`src/rtl/mult_err_accum.sv`:
```
// mult_err_accum
//   Error-metric accumulator that sits directly behind a 16x16 approximate
//   multiplier. Each accepted sample carries the operands and the approximate
//   product. The block recomputes the exact product in a three-stage pipeline
//   and accumulates the error statistics of one run of num_samples samples.
//
// Ports
//   clk, rst_n    single rising-edge clock, asynchronous active-low reset
//   start         run request, sampled only in IDLE
//   num_samples   samples per run, latched on an accepted start
//   in_valid      sample present on a, b, p_approx
//   in_ready      block accepts a sample this cycle (registered)
//   a, b          unsigned 16-bit operands
//   p_approx      approximate product under test
//   busy          run in progress (RUN or DRAIN)
//   done          one-cycle pulse, results are final
//   err_sum       sum of |a*b - p_approx|
//   err_max       largest |a*b - p_approx|
//   err_count     number of samples with a nonzero error
//   sample_count  samples accumulated in the current or last run
//
// ACC_W must be at least 32+CNT_W, which makes err_sum overflow impossible.
module mult_err_accum #(
  parameter int CNT_W = 16,
  parameter int ACC_W = 48
) (
  input  logic               clk,
  input  logic               rst_n,
  input  logic               start,
  input  logic [CNT_W-1:0]   num_samples,
  input  logic               in_valid,
  output logic               in_ready,
  input  logic [15:0]        a,
  input  logic [15:0]        b,
  input  logic [31:0]        p_approx,
  output logic               busy,
  output logic               done,
  output logic [ACC_W-1:0]   err_sum,
  output logic [31:0]        err_max,
  output logic [CNT_W-1:0]   err_count,
  output logic [CNT_W-1:0]   sample_count
);

  typedef enum logic [1:0] {
    ST_IDLE  = 2'd0,
    ST_RUN   = 2'd1,
    ST_DRAIN = 2'd2,
    ST_DONE  = 2'd3
  } state_t;

  // Absolute difference of two unsigned 32-bit values.
  function automatic logic [31:0] abs_diff32(input logic [31:0] x, input logic [31:0] y);
    logic [31:0] r;
    if (x >= y) begin
      r = x - y;
    end else begin
      r = y - x;
    end
    return r;
  endfunction

  // Larger of two unsigned 32-bit values.
  function automatic logic [31:0] max32(input logic [31:0] x, input logic [31:0] y);
    logic [31:0] r;
    if (x >= y) begin
      r = x;
    end else begin
      r = y;
    end
    return r;
  endfunction

  // Control state
  state_t             state_r;
  logic [CNT_W-1:0]   n_r;
  logic [CNT_W-1:0]   accepted_r;
  logic               in_ready_r;
  logic               busy_r;
  logic               done_r;

  // Pipeline state
  logic               s1_valid_r;
  logic [15:0]        s1_a_r;
  logic [15:0]        s1_b_r;
  logic [31:0]        s1_p_r;
  logic               s2_valid_r;
  logic [31:0]        s2_exact_r;
  logic [31:0]        s2_p_r;

  // Result registers
  logic [ACC_W-1:0]   err_sum_r;
  logic [31:0]        err_max_r;
  logic [CNT_W-1:0]   err_count_r;
  logic [CNT_W-1:0]   sample_count_r;

  // Combinational helpers
  logic               start_ok_s;
  logic               accept_s;
  logic [CNT_W-1:0]   accepted_nxt_s;
  logic [31:0]        exact_s;
  logic [31:0]        diff_s;
  logic               err_flag_s;

  // Handshake decode, accept-count look-ahead and the error datapath.
  always_comb begin
    start_ok_s     = 1'b0;
    accept_s       = 1'b0;
    accepted_nxt_s = accepted_r;
    exact_s        = 32'd0;
    diff_s         = 32'd0;
    err_flag_s     = 1'b0;

    if ((state_r == ST_IDLE) && start) begin
      start_ok_s = 1'b1;
    end else begin
      start_ok_s = 1'b0;
    end

    // in_ready_r is only ever set while in RUN, so it alone qualifies the accept.
    accept_s       = in_valid && in_ready_r;
    accepted_nxt_s = accepted_r + {{(CNT_W-1){1'b0}}, accept_s};

    exact_s    = {16'd0, s1_a_r} * {16'd0, s1_b_r};
    diff_s     = abs_diff32(s2_exact_r, s2_p_r);
    err_flag_s = (diff_s != 32'd0);
  end

  // Run control FSM with registered in_ready, busy and done.
  always_ff @(posedge clk or negedge rst_n) begin
    if (!rst_n) begin
      state_r    <= ST_IDLE;
      n_r        <= {CNT_W{1'b0}};
      accepted_r <= {CNT_W{1'b0}};
      in_ready_r <= 1'b0;
      busy_r     <= 1'b0;
      done_r     <= 1'b0;
    end else begin
      case (state_r)
        ST_IDLE: begin
          done_r <= 1'b0;
          if (start_ok_s) begin
            n_r        <= num_samples;
            accepted_r <= {CNT_W{1'b0}};
            if (num_samples != {CNT_W{1'b0}}) begin
              state_r    <= ST_RUN;
              busy_r     <= 1'b1;
              in_ready_r <= 1'b1;
            end else begin
              // Empty run: nothing to drain, report immediately.
              state_r    <= ST_DONE;
              busy_r     <= 1'b0;
              in_ready_r <= 1'b0;
              done_r     <= 1'b1;
            end
          end else begin
            state_r    <= ST_IDLE;
            busy_r     <= 1'b0;
            in_ready_r <= 1'b0;
          end
        end
        ST_RUN: begin
          accepted_r <= accepted_nxt_s;
          // Look ahead one accept so in_ready drops the cycle after the last one.
          if (accepted_nxt_s == n_r) begin
            state_r    <= ST_DRAIN;
            in_ready_r <= 1'b0;
          end else begin
            state_r    <= ST_RUN;
            in_ready_r <= 1'b1;
          end
          busy_r <= 1'b1;
          done_r <= 1'b0;
        end
        ST_DRAIN: begin
          in_ready_r <= 1'b0;
          // With S1 empty, whatever sits in S2 is committed on this same edge.
          if (!s1_valid_r) begin
            state_r <= ST_DONE;
            busy_r  <= 1'b0;
            done_r  <= 1'b1;
          end else begin
            state_r <= ST_DRAIN;
            busy_r  <= 1'b1;
            done_r  <= 1'b0;
          end
        end
        ST_DONE: begin
          state_r    <= ST_IDLE;
          busy_r     <= 1'b0;
          done_r     <= 1'b0;
          in_ready_r <= 1'b0;
        end
        default: begin
          state_r    <= ST_IDLE;
          busy_r     <= 1'b0;
          done_r     <= 1'b0;
          in_ready_r <= 1'b0;
        end
      endcase
    end
  end

  // Stage 1 captures the accepted sample; stage 2 holds the exact product.
  always_ff @(posedge clk or negedge rst_n) begin
    if (!rst_n) begin
      s1_valid_r <= 1'b0;
      s1_a_r     <= 16'd0;
      s1_b_r     <= 16'd0;
      s1_p_r     <= 32'd0;
      s2_valid_r <= 1'b0;
      s2_exact_r <= 32'd0;
      s2_p_r     <= 32'd0;
    end else begin
      s1_valid_r <= accept_s;
      if (accept_s) begin
        s1_a_r <= a;
        s1_b_r <= b;
        s1_p_r <= p_approx;
      end else begin
        s1_a_r <= s1_a_r;
        s1_b_r <= s1_b_r;
        s1_p_r <= s1_p_r;
      end

      s2_valid_r <= s1_valid_r;
      if (s1_valid_r) begin
        s2_exact_r <= exact_s;
        s2_p_r     <= s1_p_r;
      end else begin
        s2_exact_r <= s2_exact_r;
        s2_p_r     <= s2_p_r;
      end
    end
  end

  // Stage 3: clear on an accepted start, otherwise fold in each valid sample.
  always_ff @(posedge clk or negedge rst_n) begin
    if (!rst_n) begin
      err_sum_r      <= {ACC_W{1'b0}};
      err_max_r      <= 32'd0;
      err_count_r    <= {CNT_W{1'b0}};
      sample_count_r <= {CNT_W{1'b0}};
    end else if (start_ok_s) begin
      err_sum_r      <= {ACC_W{1'b0}};
      err_max_r      <= 32'd0;
      err_count_r    <= {CNT_W{1'b0}};
      sample_count_r <= {CNT_W{1'b0}};
    end else if (s2_valid_r) begin
      err_sum_r      <= err_sum_r + {{(ACC_W-32){1'b0}}, diff_s};
      err_max_r      <= max32(err_max_r, diff_s);
      err_count_r    <= err_count_r + {{(CNT_W-1){1'b0}}, err_flag_s};
      sample_count_r <= sample_count_r + {{(CNT_W-1){1'b0}}, 1'b1};
    end else begin
      err_sum_r      <= err_sum_r;
      err_max_r      <= err_max_r;
      err_count_r    <= err_count_r;
      sample_count_r <= sample_count_r;
    end
  end

  assign in_ready     = in_ready_r;
  assign busy         = busy_r;
  assign done         = done_r;
  assign err_sum      = err_sum_r;
  assign err_max      = err_max_r;
  assign err_count    = err_count_r;
  assign sample_count = sample_count_r;

endmodule

```
`config.mk`:
```
export PLATFORM = sky130hd
export DESIGN_NAME = mult_err_accum
export DESIGN_NICKNAME = d
export VERILOG_FILES = /design/src/rtl/mult_err_accum.sv
export SDC_FILE = /design/constraint.sdc
export NUM_CORES = 1
export LEC_CHECK = 0
export CORE_ASPECT_RATIO = 1.1
export CORE_MARGIN = 3
export CORE_UTILIZATION = 45
export CTS_BUF_LIST = sky130_fd_sc_hd__clkbuf_8
export DETAILED_ROUTE_END_ITERATION = 7
export HOLD_SLACK_MARGIN = 0.05
export PLACE_DENSITY = 0.6
export SKIP_CTS_REPAIR_TIMING = 1
export SYNTH_ARGS = -nofsm -noshare
export SYNTH_HDL_FRONTEND = slang
export SYNTH_SLANG_ARGS = --single-unit
```
`constraint.sdc`:
```
create_clock -name clk -period 8.12 [get_ports clk]
set_input_delay 0.812 -clock clk [delete_from_list [all_inputs] [get_ports clk]]
set_output_delay 0.812 -clock clk [all_outputs]
set_load 0.005 [all_outputs]
```
==> results_dict.tcl, run 1 <==
set metrics [dict create \
    grt_pass1_vias 21440 \
    area_delta_synth_final_pct 14.27 \
    yosys.area.top_type_share_pct 27.00 \
    syn-num-nets 3390 \
    dr.pass1.iters 6 \
    tightest_slew_ns 1.075 \
    layout_setup_ws_ns 1.011 \
    relSlewSlack_pct 28.33 \
    async_reset_ff_share_pct 100.0 \
    synth.yosys.seq_area_share_pct 27.00 \
    cts_made_buffers 54 \
    drc 0 \
    cp_top_family "compound AO/OA/AOI/OAI gates" \
    synth-seq-cells 279 \
    rrSetupSlack_ns 1.01 \
    rsz0062_at_grt "false" \
    ys_types 75 \
    grt_pass1_wl_um 116700 \
    gp_congestion 0.9168 \
    layout_min_cycle_time_ns 7.109 \
    cts_tree "built" \
    vias 20980 \
    crit_fanout 30 \
    cp_slowest_stage_delay_ns 0.81 \
    synthCells 2873 \
    maxCapViolCount 0 \
    slew_viol_final 0 \
    postRouteAntennaNets 0 \
    crit_path_start_kind "flip-flop" \
    netlist_area_um2 25860 \
    hpwl_um 56390 \
    clk_pin_slew_worst_paths_ns 0.07 \
    die_h_um 257.4 \
    clock-sinks 279 \
    pre_cts_ws_ns 1.156 \
    clock_latency_ns 0.65 \
    vias_per_cell 5.504 \
    regArea_um2 6987 \
    fillers 5327 \
    setup-tns-final_ns 0 \
    end_kind "flip-flop" \
    grt_max_degree 109 \
    cp.required_ns 8.66 \
    synthTopCellsByArea "dfrtp_1, fa_1, ha_1" \
    dieArea_um2 60390 \
    finalSetupViolations 0 \
    coreArea_um2 56470 \
    hold_class "in2async" \
    drt_iter0_markers 1340 \
    overflow 0 \
    fp-row-count 91 \
    synthFlopType "dfrtp_1" \
    ys_warn_count 0 \
    critPathKind "reg2reg" \
    io_buffer_count 198 \
    syn_area_per_cell_um2 9.002 \
    fin_nets 3538 \
    h-tree-depth 2 \
    grtUsageTotal_pct 24.26 \
    drive_gt1_share_pct 6.009 \
    hold_violations 0 \
    fmax_ghz 0.1407 \
    crit_chain "inv_1, ha_1, inv_1, fa_1, a211oi_2, o211ai_1, a41oi_2, a31oi_4, o22ai_4, mux2i_1, inv_1, ha_1, a21o_1, a21oi_1, o21ai_0, a31oi_1, o21ai_0, a21oi_1, o21a_1, o211ai_1, a31oi_1, o21ai_0, a21oi_1" \
    timing.final.crit_share_pct 87.54 \
    cts_max_path_buffers 3 \
    antenna_found_initial 3 \
    synth_edf_count 0 \
    critPathArrivalTime_ns 7.65 \
    avgRoutedWirePerCell_um 19.10 \
    initial_core_util_pct 45.79 \
    worstPathBufferInverterCount 3 \
    synth_top_area_cell "dfrtp_1" \
    slowest_stage "a31oi_1" \
    cts_root_buf "clkbuf_8" \
    status "finished clean" \
    multiInputGateArea_um2 17030 \
    finalWirelength_um 72800 \
    fin_skew_ns 0.03467 \
    io_pins 199 \
    die-width_um 234.6 \
]
-- cell usage in the layout, fill, tap and decap left out, types with 9 or more instances in the layout --
master           count
nand4_1             27
a221oi_1             9
a21o_1              59
o211ai_1            15
a21oi_1            135
clkdlybuf4s50_1    197
o21a_1              12
a211oi_1            42
o31ai_1             12
nand2b_1            22
clkbuf_8            65
mux2_2              65
o21ai_0            158
or3_1               24
and2_1             126
nor4_1              21
nor3_1              31
mux2i_1             54
nor2_1             156
and3_1              18
nand3_1             54
inv_1              394
buf_4               11
nand2_1            343
fa_1               197
ha_1               236
o21bai_1            20
dfrtp_1            277
a31oi_1             20
xnor2_1             81
nor2b_1             18
xor2_1              55
-- state kept, by name, indices dropped and copies added (netlist names) --
signal        flops
s2_p_r           32
s2_valid_r        1
in_ready          1
s1_b_r           16
s1_a_r           16
done              1
n_r              16
err_max          32
err_count        16
state_r           2
s1_p_r           32
busy              1
err_sum          48
sample_count     16
accepted_r       16
s2_exact_r       32
s1_valid_r        1
-- worst register-to-register path: stages, from the launching register on --
cell and delay, ns:
dfrtp_1 0.38, inv_1 0.07, ha_1 0.17, inv_1 0.05
fa_1 0.42, a211oi_2 0.24, o211ai_1 0.18, a41oi_2 0.33
a31oi_4 0.13, o22ai_4 0.79, mux2i_1 0.63, inv_1 0.10
ha_1 0.29, a21o_1 0.18, a21oi_1 0.25, o21ai_0 0.13
a31oi_1 0.34, o21ai_0 0.19, a21oi_1 0.40, o21a_1 0.32
o211ai_1 0.16, a31oi_1 0.81, o21ai_0 0.22, a21oi_1 0.18
-- worst paths after layout --
path / from / endpoint / depth (start not counted)
max: s2_exact_r[0] / err_sum[41] / 23
min: rst_n / err_sum[7] / 1
max reg2reg: s2_exact_r[0] / err_sum[41] / 23
min reg2reg: s1_p_r[29] / s2_p_r[29] / 2
max in group asynchronous: rst_n / sample_count[14] / 2
min in group clk: s1_p_r[29] / s2_p_r[29] / 2
-- cell type report --
cell class / count / area share, %
Antenna cell: 5 / 0.04234
Inverter: 375 / 4.763
Sequential cell: 279 / 23.64
Clock inverter: 32 / 0.7536
Multi-Input combinational cell: 2102 / 57.62
Clock buffer: 65 / 3.027
Tap cell: 744 / 3.150
Timing Repair Buffer: 209 / 7.003
-- synthesized netlist by cell type, types with 4 or more instances --
master	count
mux2_2	65
nor2_1	156
and3_1	18
a21o_1	59
o31ai_1	12
a211o_1	5
nand2_1	344
nor3b_1	8
inv_1	372
buf_2	9
o21a_1	12
and4_1	5
a221oi_1	9
nand4_1	27
mux2i_1	54
o21bai_1	20
clkbuf_1	100
xor2_1	55
nor3_1	31
a221o_1	4
xnor2_1	81
a211oi_1	42
a31oi_1	21
nor4_1	21
ha_1	236
o21ai_0	158
buf_1	5
nor2b_1	18
a21oi_1	135
or4_1	4
fa_1	197
nand3_1	54
and2_1	126
o211ai_1	15
dfrtp_1	279
nand2b_1	22
nand3b_1	7
a21boi_0	4
or3_1	24
-- metrics by stage --
step / area (um2) / cells / hold slack [ns] / util, %
floorplan: 25860 / 2873 / 0.3519 / -
global placement: 28420 / 3709 / 0.4639 / 50.33
detailed placement: 28420 / 3709 / 0.4680 / 50.33
CTS: 29540 / 3806 / 0.1692 / 52.31
global route: 29540 / 3808 / 0.2118 / 52.32
finish: 29550 / 3811 / 0.1852 / 52.33
-- cells by family (layout without fill, tap and decap cells) --
logic type      count (synthesis)  after routing  share of synthesized area (%)
other cells                     0              5                              0
xor+xnor                      140            140                          4.857
fa+ha+maj                     433            433                          26.67
simple gates                  875            875                          16.16
compound gates                532            532                          12.91
mux                           122            122                          5.138
flops                         279            279                          27.00
buf+inv                       492            681                          7.271
-- routing by layer --
| layer | wire length, um | GRT usage (%) |
|---|---|---|
| met5 | 0 | 0 |
| met3 | 3341 | 2.845 |
| met1 | 31960 | 32.91 |
| met2 | 35570 | 41.04 |
| met4 | 1933 | 6.542 |
Power of run 1 is left out: the tool's default activity adds up to more than one toggle a clock period on the data nets, which glitch-free logic cannot reach.
==> run 2: changes to the inputs <==
Settings changed: CELL_PAD_IN_SITES_DETAIL_PLACEMENT set to 1, CELL_PAD_IN_SITES_GLOBAL_PLACEMENT set to 1, PLACE_DENSITY 0.6 to 0.76.
==> results_dict.tcl, run 2 (synthesis results as in run 1) <==
set metrics [dict create \
    status "finished clean" \
    fin_nets 3541 \
    grtUsageTotal_pct 25.39 \
    r2r_cells 22 \
    final_area_um2 29530 \
    highest_layer "met5" \
    crit_fanout 17 \
    cts_root_buf "clkbuf_8" \
    critPathArrivalTime_ns 7.58 \
    crit_path_start_kind "flip-flop" \
    setup-tns-final_ns 0 \
    drc 0 \
    clock-sinks 279 \
    largest_reg_flops 48 \
    pre_cts_ws_ns 1.151 \
    finalSetupViolations 0 \
    clk_pin_slew_worst_paths_ns 0.07 \
    finalWirelength_um 76220 \
    postRouteAntennaNets 0 \
    wl_met1_um 32880 \
    gp_congestion 0.8782 \
    overflow 0 \
    rrSetupSlack_ns 1.05 \
    fin_skew_ns 0.02420 \
    fmax_ghz 0.1414 \
    drt_iter0_markers 948 \
    initial_core_util_pct 45.79 \
    place_area_um2 28480 \
    fillers 6583 \
    cts_max_path_buffers 3 \
    die_h_um 257.4 \
    whs_ns 0.1167 \
    wl_met3_um 3215 \
    clock_latency_ns 0.65 \
    reg2reg_to "s2_exact_r[29]" \
    slowest_stage "dfrtp_1" \
    dieArea_um2 60390 \
    crit_top_cell "fa_1" \
    io_pins 199 \
    coreArea_um2 56470 \
    mostFrequentLayoutCell "inv_1" \
    drive_gt1_share_pct 6.295 \
    hold_violations 0 \
    cts_made_buffers 51 \
    h-tree-depth 2 \
    vias_per_cell 5.523 \
    dr.pass1.iters 5 \
    cp_slowest_stage_delay_ns 0.81 \
    grt_max_degree 144 \
    tightest_slew_ns 1.016 \
    rsz0062_at_grt "false" \
    grt_pass1_vias 23180 \
    crit_chain "nand2_1, fa_1, fa_1, fa_1, inv_1, fa_1, fa_1, inv_1, fa_1, inv_1, ha_1, and3_1, a31oi_1, o21ai_0, nor3_1, o31a_1, nor3_1, o21ai_0, nand2_1, a21oi_1, xor2_1, mux2i_1" \
    cts_tree "built" \
    layout_common_cells "inv_1, nand2_1, dfrtp_1" \
    antenna_found_initial 2 \
    hold_class "in2async" \
    avgRoutedWirePerCell_um 19.98 \
    critPathKind "reg2reg" \
    vias 21070 \
    cp.required_ns 8.63 \
    grt_pass1_wl_um 124000 \
    route.met2.wl_um 37740 \
    layout_setup_ws_ns 1.047 \
    die-width_um 234.6 \
    hpwl_um 59750 \
    fp-row-count 91 \
    timing.final.crit_share_pct 87.10 \
    layout_min_cycle_time_ns 7.073 \
    slew_viol_final 0 \
    worst_r2r_startpoint "s1_b_r[1]" \
    area_delta_synth_final_pct 14.19 \
    maxCapViolCount 0 \
    io_buffer_count 198 \
    relSlewSlack_pct 32.25 \
    end_kind "flip-flop" \
]
## run 2: metrics by stage
step                      cells  utilization (%)
after detailed placement   3715            50.43
after global routing       3815            52.30
after global placement     3715            50.43
after CTS                  3810            52.27
after floorplan            2873                -
final                      3815            52.30
## run 2: final cells by class
| class | instances | area [um2] | area share, % |
|---|---|---|---|
| Multi-Input combinational cell | 2102 | 17030 | 57.66 |
| Clock inverter | 30 | 146.4 | 0.4957 |
| Clock buffer | 65 | 894.6 | 3.029 |
| Timing Repair Buffer | 215 | 2127 | 7.202 |
| Tap cell | 744 | 930.9 | 3.152 |
| Inverter | 375 | 1408 | 4.766 |
| Sequential cell | 279 | 6987 | 23.66 |
| Antenna cell | 5 | 12.51 | 0.04237 |
## run 2: worst max-delay path by stage
stage | from | end | slack (ns) | cells past startpoint
2_1_floorplan | s1_b_r[9] | s2_exact_r[30] | 2.00 | 26
4_1_cts | s1_b_r[1] | s2_exact_r[29] | 1.10 | 22
5_1_grt | s1_b_r[1] | s2_exact_r[29] | 0.82 | 22
3_3_place_gp | s1_a_r[9] | s2_exact_r[29] | 1.27 | 22
3_5_place_dp | s1_b_r[1] | s2_exact_r[29] | 1.15 | 22
6_report | s1_b_r[1] | s2_exact_r[29] | 1.05 | 22
## run 2: routing by layer
layer | GRT usage [%] | vias to the layer above
li1 | - | 9851
met1 | 32.46 | 10650
met2 | 44.40 | 424
met3 | 3.421 | 146
met4 | 7.826 | 2
met5 | 0 | -
## run 2: worst max-delay path: cells and delay by family, from the launching register on
family | cells | cell delay, ns
flops | 1 | 0.81
fa+ha+maj | 7 | 3.42
simple gates | 5 | 0.92
buf+inv | 3 | 0.15
compound gates | 5 | 1.27
xor+xnor | 1 | 0.24
mux | 1 | 0.11
Power of run 2 is left out for the same reason.
